--- src/rtl/serial_add_pkg.sv ---
// Shared definitions for the bit-serial adder controller and its bench.
// Latency: n/a (constants and types only).
// Backpressure: n/a.
package serial_add_pkg;

    localparam int DEFAULT_WIDTH = 8;

    typedef enum logic [1:0] {
        ST_IDLE = 2'd0,
        ST_RUN  = 2'd1,
        ST_DONE = 2'd2
    } state_t;

endpackage

--- src/rtl/serial_add_ctrl_full_adder_cell.sv ---
// One-bit full adder: two half adders with the two carries OR-ed together.
// Latency: purely combinational.
// Backpressure: none.
module half_adder (
    input  logic i_x,
    input  logic i_y,
    output logic o_s,
    output logic o_c
);
    assign o_s = i_x ^ i_y;
    assign o_c = i_x & i_y;
endmodule

module full_adder_cell (
    input  logic i_a,
    input  logic i_b,
    input  logic i_cin,
    output logic o_s,
    output logic o_cout
);
    logic w_s0;
    logic w_c0;
    logic w_c1;

    half_adder u_ha0 (
        .i_x (i_a),
        .i_y (i_b),
        .o_s (w_s0),
        .o_c (w_c0)
    );

    half_adder u_ha1 (
        .i_x (w_s0),
        .i_y (i_cin),
        .o_s (o_s),
        .o_c (w_c1)
    );

    assign o_cout = w_c0 | w_c1;
endmodule

--- src/rtl/serial_add_ctrl.sv ---
// Bit-serial adder controller: adds two WIDTH-bit operands LSB-first through one full-adder cell.
// Latency: start accepted at edge N -> done (and valid sum/cout) in cycle N+WIDTH+1.
// Backpressure: none; start is ignored while busy. SERIAL_ADD_SUB_EN adds a 'sub' input for a-b.
module serial_add_ctrl
    import serial_add_pkg::*;
#(
    parameter int WIDTH = DEFAULT_WIDTH
) (
    input  logic             clk,
    input  logic             reset,
    input  logic             start,
`ifdef SERIAL_ADD_SUB_EN
    input  logic             sub,
`endif
    input  logic [WIDTH-1:0] a,
    input  logic [WIDTH-1:0] b,
    output logic [WIDTH-1:0] sum,
    output logic             cout,
    output logic             busy,
    output logic             done
);
    localparam int              CW   = (WIDTH > 1) ? $clog2(WIDTH) : 1;
    localparam logic [CW-1:0]   LAST = CW'(WIDTH - 1);

    state_t           r_state;
    state_t           w_state_nxt;
    logic [WIDTH-1:0] r_sa;
    logic [WIDTH-1:0] r_sb;
    logic [WIDTH-1:0] r_sum;
    logic [CW-1:0]    r_cnt;
    logic             r_carry;
    logic             r_cout;
    logic             w_busy;
    logic             w_done;
    logic             w_fa_s;
    logic             w_fa_c;
    logic [WIDTH-1:0] w_sb_load;
    logic             w_carry_init;

    // Subtraction is a + ~b + 1, so only the B load value and the initial carry change.
`ifdef SERIAL_ADD_SUB_EN
    assign w_sb_load    = sub ? ~b : b;
    assign w_carry_init = sub;
`else
    assign w_sb_load    = b;
    assign w_carry_init = 1'b0;
`endif

    full_adder_cell u_fa (
        .i_a    (r_sa[0]),
        .i_b    (r_sb[0]),
        .i_cin  (r_carry),
        .o_s    (w_fa_s),
        .o_cout (w_fa_c)
    );

    // State register.
    always_ff @(posedge clk) begin
        if (reset) begin
            r_state <= ST_IDLE;
        end else begin
            r_state <= w_state_nxt;
        end
    end

    // Next-state and status decode.
    always_comb begin
        w_state_nxt = r_state;
        w_busy      = 1'b0;
        w_done      = 1'b0;
        case (r_state)
            ST_IDLE: begin
                if (start) begin
                    w_state_nxt = ST_RUN;
                end
            end
            ST_RUN: begin
                w_busy = 1'b1;
                if (r_cnt == LAST) begin
                    w_state_nxt = ST_DONE;
                end
            end
            ST_DONE: begin
                w_busy      = 1'b1;
                w_done      = 1'b1;
                w_state_nxt = ST_IDLE;
            end
            default: begin
                w_state_nxt = ST_IDLE;
            end
        endcase
    end

    // Operand capture, serial shifting and result accumulation.
    always_ff @(posedge clk) begin
        if (reset) begin
            r_sa    <= '0;
            r_sb    <= '0;
            r_sum   <= '0;
            r_cnt   <= '0;
            r_carry <= 1'b0;
            r_cout  <= 1'b0;
        end else begin
            case (r_state)
                ST_IDLE: begin
                    if (start) begin
                        r_sa    <= a;
                        r_sb    <= w_sb_load;
                        r_carry <= w_carry_init;
                        r_cnt   <= '0;
                    end
                end
                ST_RUN: begin
                    r_sa    <= r_sa >> 1;
                    r_sb    <= r_sb >> 1;
                    r_carry <= w_fa_c;
                    r_sum   <= {w_fa_s, r_sum[WIDTH-1:1]};
                    // Counter parks on the last bit rather than wrapping.
                    if (r_cnt == LAST) begin
                        r_cout <= w_fa_c;
                    end else begin
                        r_cnt <= r_cnt + 1'b1;
                    end
                end
                default: begin
                end
            endcase
        end
    end

    assign sum  = r_sum;
    assign cout = r_cout;
    assign busy = w_busy;
    assign done = w_done;

endmodule

--- config.mk ---
export PLATFORM = sky130hd
export DESIGN_NAME = serial_add_ctrl
export DESIGN_NICKNAME = d
export VERILOG_FILES = /design/src/rtl/serial_add_pkg.sv /design/src/rtl/serial_add_ctrl_full_adder_cell.sv /design/src/rtl/serial_add_ctrl.sv
export SDC_FILE = /design/constraint.sdc
export NUM_CORES = 1
export LEC_CHECK = 0
export CAP_MARGIN = 20
export CORE_ASPECT_RATIO = 1.4
export CORE_MARGIN = 1
export CORE_UTILIZATION = 42
export CTS_CLUSTER_SIZE = 40
export DETAILED_ROUTE_END_ITERATION = 8
export PLACE_DENSITY = 0.77
export SLEW_MARGIN = 20
export SYNTH_ARGS = -nofsm -noshare
export SYNTH_HDL_FRONTEND = slang
export SYNTH_HIERARCHICAL = 1
export SYNTH_SLANG_ARGS = --single-unit
--- constraint.sdc ---
create_clock -name clk -period 2.63 [get_ports clk]
set_clock_uncertainty 0.1 [all_clocks]
set_input_delay 0.526 -clock clk [delete_from_list [all_inputs] [get_ports clk]]
set_output_delay 0.526 -clock clk [all_outputs]
set_load 0.01 [all_outputs]
# [Yosys cells after proc, flatten, opt, wreduce, memory -nomap -nowiden]
# Cells that the tools add are included.
# W data, S select, Z words.
[word_totals] reg_bits=31 input_bits=19 output_inout_bits=11 wordCells=40
[classes] addsub=1 eq_ne=6 mux=14 n_bitwise=5 n_reduce_logical=7
[ops] op="$pmux W8 S2" n=2
[ops] op="$mux W8" n=2
[ops] op="$mux W3" n=2
[ops] op="$ne A2 B2 Y1 const B" n=3
[ops] op="$pmux W3 S2" n=1
[ops] op="$reduce_and A2 Y1" n=3
[ops] op="$mux W2" n=2
[ops] op="$pmux W2 S2" n=1
[ops] op="$add A3 B1 Y3 const B" n=1
[ops] op="$eq A3 B3 Y1 const B" n=1
[ops] op="$mux W1" n=3
[ops] op="$reduce_and A3 Y1" n=1
[ops] op="$and A1 B1 Y1" n=2
[ops] op="$eq A2 B1 Y1 const B" n=1
[ops] op="$eq A2 B2 Y1 const B" n=1
[ops] op="$logic_not A2 Y1" n=1
[ops] op="$pmux W1 S2" n=1
[ops] op="$reduce_bool A2 Y1" n=1
[ops] op="$reduce_or A2 Y1" n=1
[ops] op="$xor A1 B1 Y1" n=2
[ops] op="$or A1 B1 Y1" n=1

# [Logic depth before layout (Yosys ltp)]
[depth] depth_word=4 mapped_depth=6 mapped_depth_nobuf=5

# [Cells and area by module]
# Netlist, hierarchy kept.
[modules_own_cells] mod="serial_add_ctrl" n_inst=1 cells_each=142 area_each_um2=1483.9 seq_area_each_um2=620.6
[modules_own_cells] mod="half_adder" n_inst=2 cells_each=1 area_each_um2=12.5 seq_area_each_um2=0.0
[modules_own_cells] mod="full_adder_cell" n_inst=1 cells_each=1 area_each_um2=6.3 seq_area_each_um2=0.0

# [Worst setup path before layout]
# Ideal clock, no wire load.
[synth_timing] path_kind="register -> register" startpoint="register r_state[0]" endpoint="register r_sa[0]" setup_ns=0.080 arrival_time_ns=1.429 required_time_ns=2.450 slack_ns=1.020 path_stages_with_launch=7 path_buffers=2 synth_period_minus_slack_ns=1.610 cell_sequence="dfxtp_1 -> inv_1 -> ha_1 -> mux2_4 -> buf_6 -> buf_6 -> a211oi_2"
[synth_between] elab_chain_len=3 elab_cells_between_ends=6 cone_classes="eq/ne: 2; mux: 1; reduce/logical: 3"
[synth_rtl] item="from (decl)" line="serial_add_ctrl.sv:25" text="state_t r_state;"
[synth_rtl] item="from (signal assigned)" line="serial_add_ctrl.sv:62" text="r_state <= w_state_nxt;"
[synth_rtl] item="$eq A2 B1 Y1 or $logic_not A2 Y1 (tied branches)" line="serial_add_ctrl.sv:104" text="case (r_state)"
[synth_rtl] item="$reduce_bool A2 Y1 (no source line) or $ne A2 B2 Y1 (tied branches)"
[synth_rtl] item="$reduce_and A2 Y1 (no source line)"
[synth_rtl] item="to (signal assigned)" line="serial_add_ctrl.sv:114" text="r_sa <= r_sa >> 1;"
[synth_rtl] item="to (decl)" line="serial_add_ctrl.sv:27" text="logic [WIDTH-1:0] r_sa;"
# Parallel ways exist; a longest one is shown, timed or not.
# A chain may end at the register's enable or synchronous reset.

# [Final worst setup path]
[layout_timing] startpoint="register r_state[0]" endpoint="output busy"
[layout_between] elab_chain_len=3 elab_cells_between_ends=4 cone_classes="eq/ne: 2; mux: 1; reduce/logical: 1"
[layout_rtl] item="$eq A2 B1 Y1 or $eq A2 B2 Y1 (tied branches)" line="serial_add_ctrl.sv:71" text="case (r_state)"
[layout_rtl] item="$reduce_or A2 Y1 (no source line) *"
[layout_rtl] item="$mux W1 *" line="serial_add_ctrl.sv:71"
[layout_rtl] item="to (decl)" line="serial_add_ctrl.sv:19" text="output logic busy,"
# Mark *: on every way between the ends. The rest lies on a longest branch, timed or not.

==> flow_metrics.py <==
metrics = {
    "outcome": {
        "status": "completed",
    },
    "sta": {
        "setup_tns_ns": 0,
        "setup_viol": 0,
        "relSlewSlack": 0.606,
        "rsz0062_at_grt": "no",
        "hold_viol_final": 0,
        "post-route-period-util": 0.828,
        "finalMaxSlewViolations": 0,
        "max_freq_ghz": 0.459,
        "period_needed_ns": 2.18,
        "tightest_slew_ns": 0.591,
        "fin_hold_ws_ns": 0.364,
    },
    "power_and_ir_drop": {
        "max-vdd-ir-drop_uv": 470,
        "finalPower_w": 0.00122,
        "power_density_mw_per_mm2": 647,
        "p_leak_nw": 0.732,
    },
    "setup_path": {
        "crit_required_ns": 2.00,
        "path_cells": "inv_1, ha_1, clkdlybuf4s50_1",
        "rr_startpoint": "r_state[1]",
        "cp.arrival_ns": 1.55,
        "crit_slowest_cell": "clkdlybuf4s50_1",
        "timing.critical_path.from": "r_state[0]",
        "criticalPathCategory": "flip-flop to primary output",
        "worstReg2RegEnd": "r_cnt[1]",
        "cp-end-kind": "primary output",
        "cp.depth": 3,
        "ff2ff_path_depth": 5,
        "cp-endpoint": "busy",
        "cp_max_fo": 4,
        "slowest_delay_ns": 0.53,
        "crit_buf_inv": 2,
        "start_kind": "flip-flop",
        "rrSetupSlack_ns": 0.70,
        "crit_family": "buffers and inverters",
    },
    "global_route": {
        "antenna_found_initial": 0,
        "grt_use_total": 0.179,
        "grt_pass1_vias": 1160,
        "grt_max_degree": 30,
        "grt_overflow_total": 0,
        "grt_pass1_wl_mm": 5.09,
    },
    "cts": {
        "clock-sinks": 31,
        "cts_inserted_buffers": 5,
        "cts_setup_buffers": 0,
        "cts_resized": 0,
        "cts_tree": "built",
        "cts_root_buf": "clkbuf_8",
        "cts_hold_buffers": 0,
        "clk_latency_ns": 0.28,
        "cts_buffer_depth": 2,
        "path_clk_slew_ns": 0.06,
        "htreeDepth": 2,
    },
    "yosys": {
        "synth-edff-count": 0,
        "ys_ff_latch": 31,
        "synthCells": 145,
        "syn_area_per_cell_um2": 10.4,
        "synth_top_cell_by_area": "dfxtp_1",
        "yosysTopAreaCellShare": 0.410,
        "synth_area_leaders": "dfxtp_1, mux2i_1, a211oi_2",
        "async_flop_share": 0,
        "synthDistinctLibCells": 30,
        "synth_nets": 173,
        "yosysWarnings": 6,
        "yosys_most_used_dff": "dfxtp_1",
        "seq_area_frac_synth": 0.410,
        "syn_area_mm2": 0.00152,
        "synthTopCellsByCount": "dfxtp_1, nor2_1, mux2i_1",
        "synth.most_common_cell": "dfxtp_1",
    },
    "drt": {
        "num_vias": 1108,
        "ant_nets": 0,
        "via_per_inst": 5.15,
        "wl_per_cell_um": 13.7,
        "dr.pass1.iters": 4,
        "drt_iter0_markers": 20,
        "wl_mm": 2.95,
        "drcViolationCount": 0,
    },
    "finish": {
        "syn_to_final_growth_pct": 25.0,
        "layout-drive-gt1-share": 0.137,
        "nets": 202,
        "antenna_cells": 0,
    },
    "floorplanning": {
        "fp.dieH_um": 73.1,
        "rows": 25,
        "coreArea_mm2": 0.00341,
        "die-area_mm2": 0.00385,
        "die_x_um": 52.8,
        "io_pins": 30,
        "initial_core_util": 0.444,
    },
    "place": {
        "portBuffers": 29,
        "detailedPlacementHpwl_mm": 2.11,
        "finalWeightedCongestion": 0.725,
    },
    "hold_path": {
        "hp-class": "flip-flop to flip-flop",
    },
    "job": {
        "max_cap_viol_count": 0,
    },
}
==> worst min-delay path, cell delays in order (launching register included) <==
cell and delay (ns):
dfxtp_1 0.31, nand2_1 0.05, a21oi_1 0.05
==> where the power goes <==
part	total, W	switching (W)	leakage [nW]	internal, W
combinational	0.000281	0.000145	0.427	0.000135
clock	0.000410	0.000171	0.0515	0.000239
sequential	0.000534	0.0000232	0.254	0.000511
total	0.00122	0.000340	0.732	0.000885
==> how the worst min path moves through the flow <==
stage               to  slack [ns]  cells past startpoint  startpoint
6_report       r_carry        0.36                      2     r_carry
4_1_cts        r_carry        0.37                      2     r_carry
3_3_place_gp   r_carry        0.35                      2     r_carry
3_5_place_dp   r_carry        0.36                      2     r_carry
5_1_grt        r_carry        0.40                      2     r_carry
2_1_floorplan  r_carry        0.34                      2     r_carry
==> state kept, by name, indices dropped and copies added, names as in the netlist <==
register and cells:
cout 1, r_state 2, r_sb 8, sum 8, r_cnt 3, r_carry 1, r_sa 8
==> metal layers <==
layer  share of wire  vias to the layer above  wire, um  track usage
met5               0                        -         0            0
met2            0.51                       26      1490        0.297
met4           0.015                        0        44       0.0789
met3           0.049                        5       144       0.0604
met1            0.43                      508      1270        0.203
li1                -                      569         -            -
==> cell families (layout without fill, tap and decap cells) <==
| kind of cell | Yosys count | count (layout) | synth area share |
|---|---|---|---|
| flip-flops | 31 | 31 | 0.410 |
| buffers and inverters | 12 | 42 | 0.0578 |
| AO/OA/AOI/OAI | 28 | 28 | 0.164 |
| multiplexers | 24 | 24 | 0.162 |
| adder cells (fa/ha/maj) | 9 | 9 | 0.0743 |
| AND/OR/NAND/NOR | 41 | 41 | 0.132 |
==> cell type report <==
type                       instances  area, um^2
tap                               40        50.0
timing repair buffer              31         305
clock buffer                       8         100
sequential                        31         621
inverter                           3        11.3
multi-input combinational        102         807
fill                             307        1520
==> per-stage QoR <==
stage	cells	utilization	cell area, um^2	worst slack (ns)
after global routing	215	0.556	1890	0.382
final	215	0.556	1890	0.452
after CTS	215	0.556	1890	0.428
after global placement	207	0.526	1790	0.655
after floorplan	145	-	1520	1.02
after detailed placement	207	0.526	1790	0.572
==> cell usage in the layout (no fill, tap or decap), types with 2 or more instances in the layout <==
master | Yosys | final
o311ai_0 | 3 | 3
mux2i_1 | 23 | 23
clkdlybuf4s50_1 | 0 | 29
ha_1 | 9 | 9
nand2b_1 | 2 | 2
a211oi_1 | 4 | 4
buf_4 | 0 | 2
o21ai_0 | 2 | 2
a22oi_1 | 2 | 2
nand2_1 | 4 | 4
nand3_1 | 2 | 2
a21oi_1 | 4 | 4
clkbuf_8 | 1 | 7
dfxtp_1 | 31 | 31
o31ai_1 | 2 | 2
inv_1 | 3 | 3
nor2_1 | 25 | 25
a211oi_2 | 10 | 10
(Power assumes the default switching activity.)
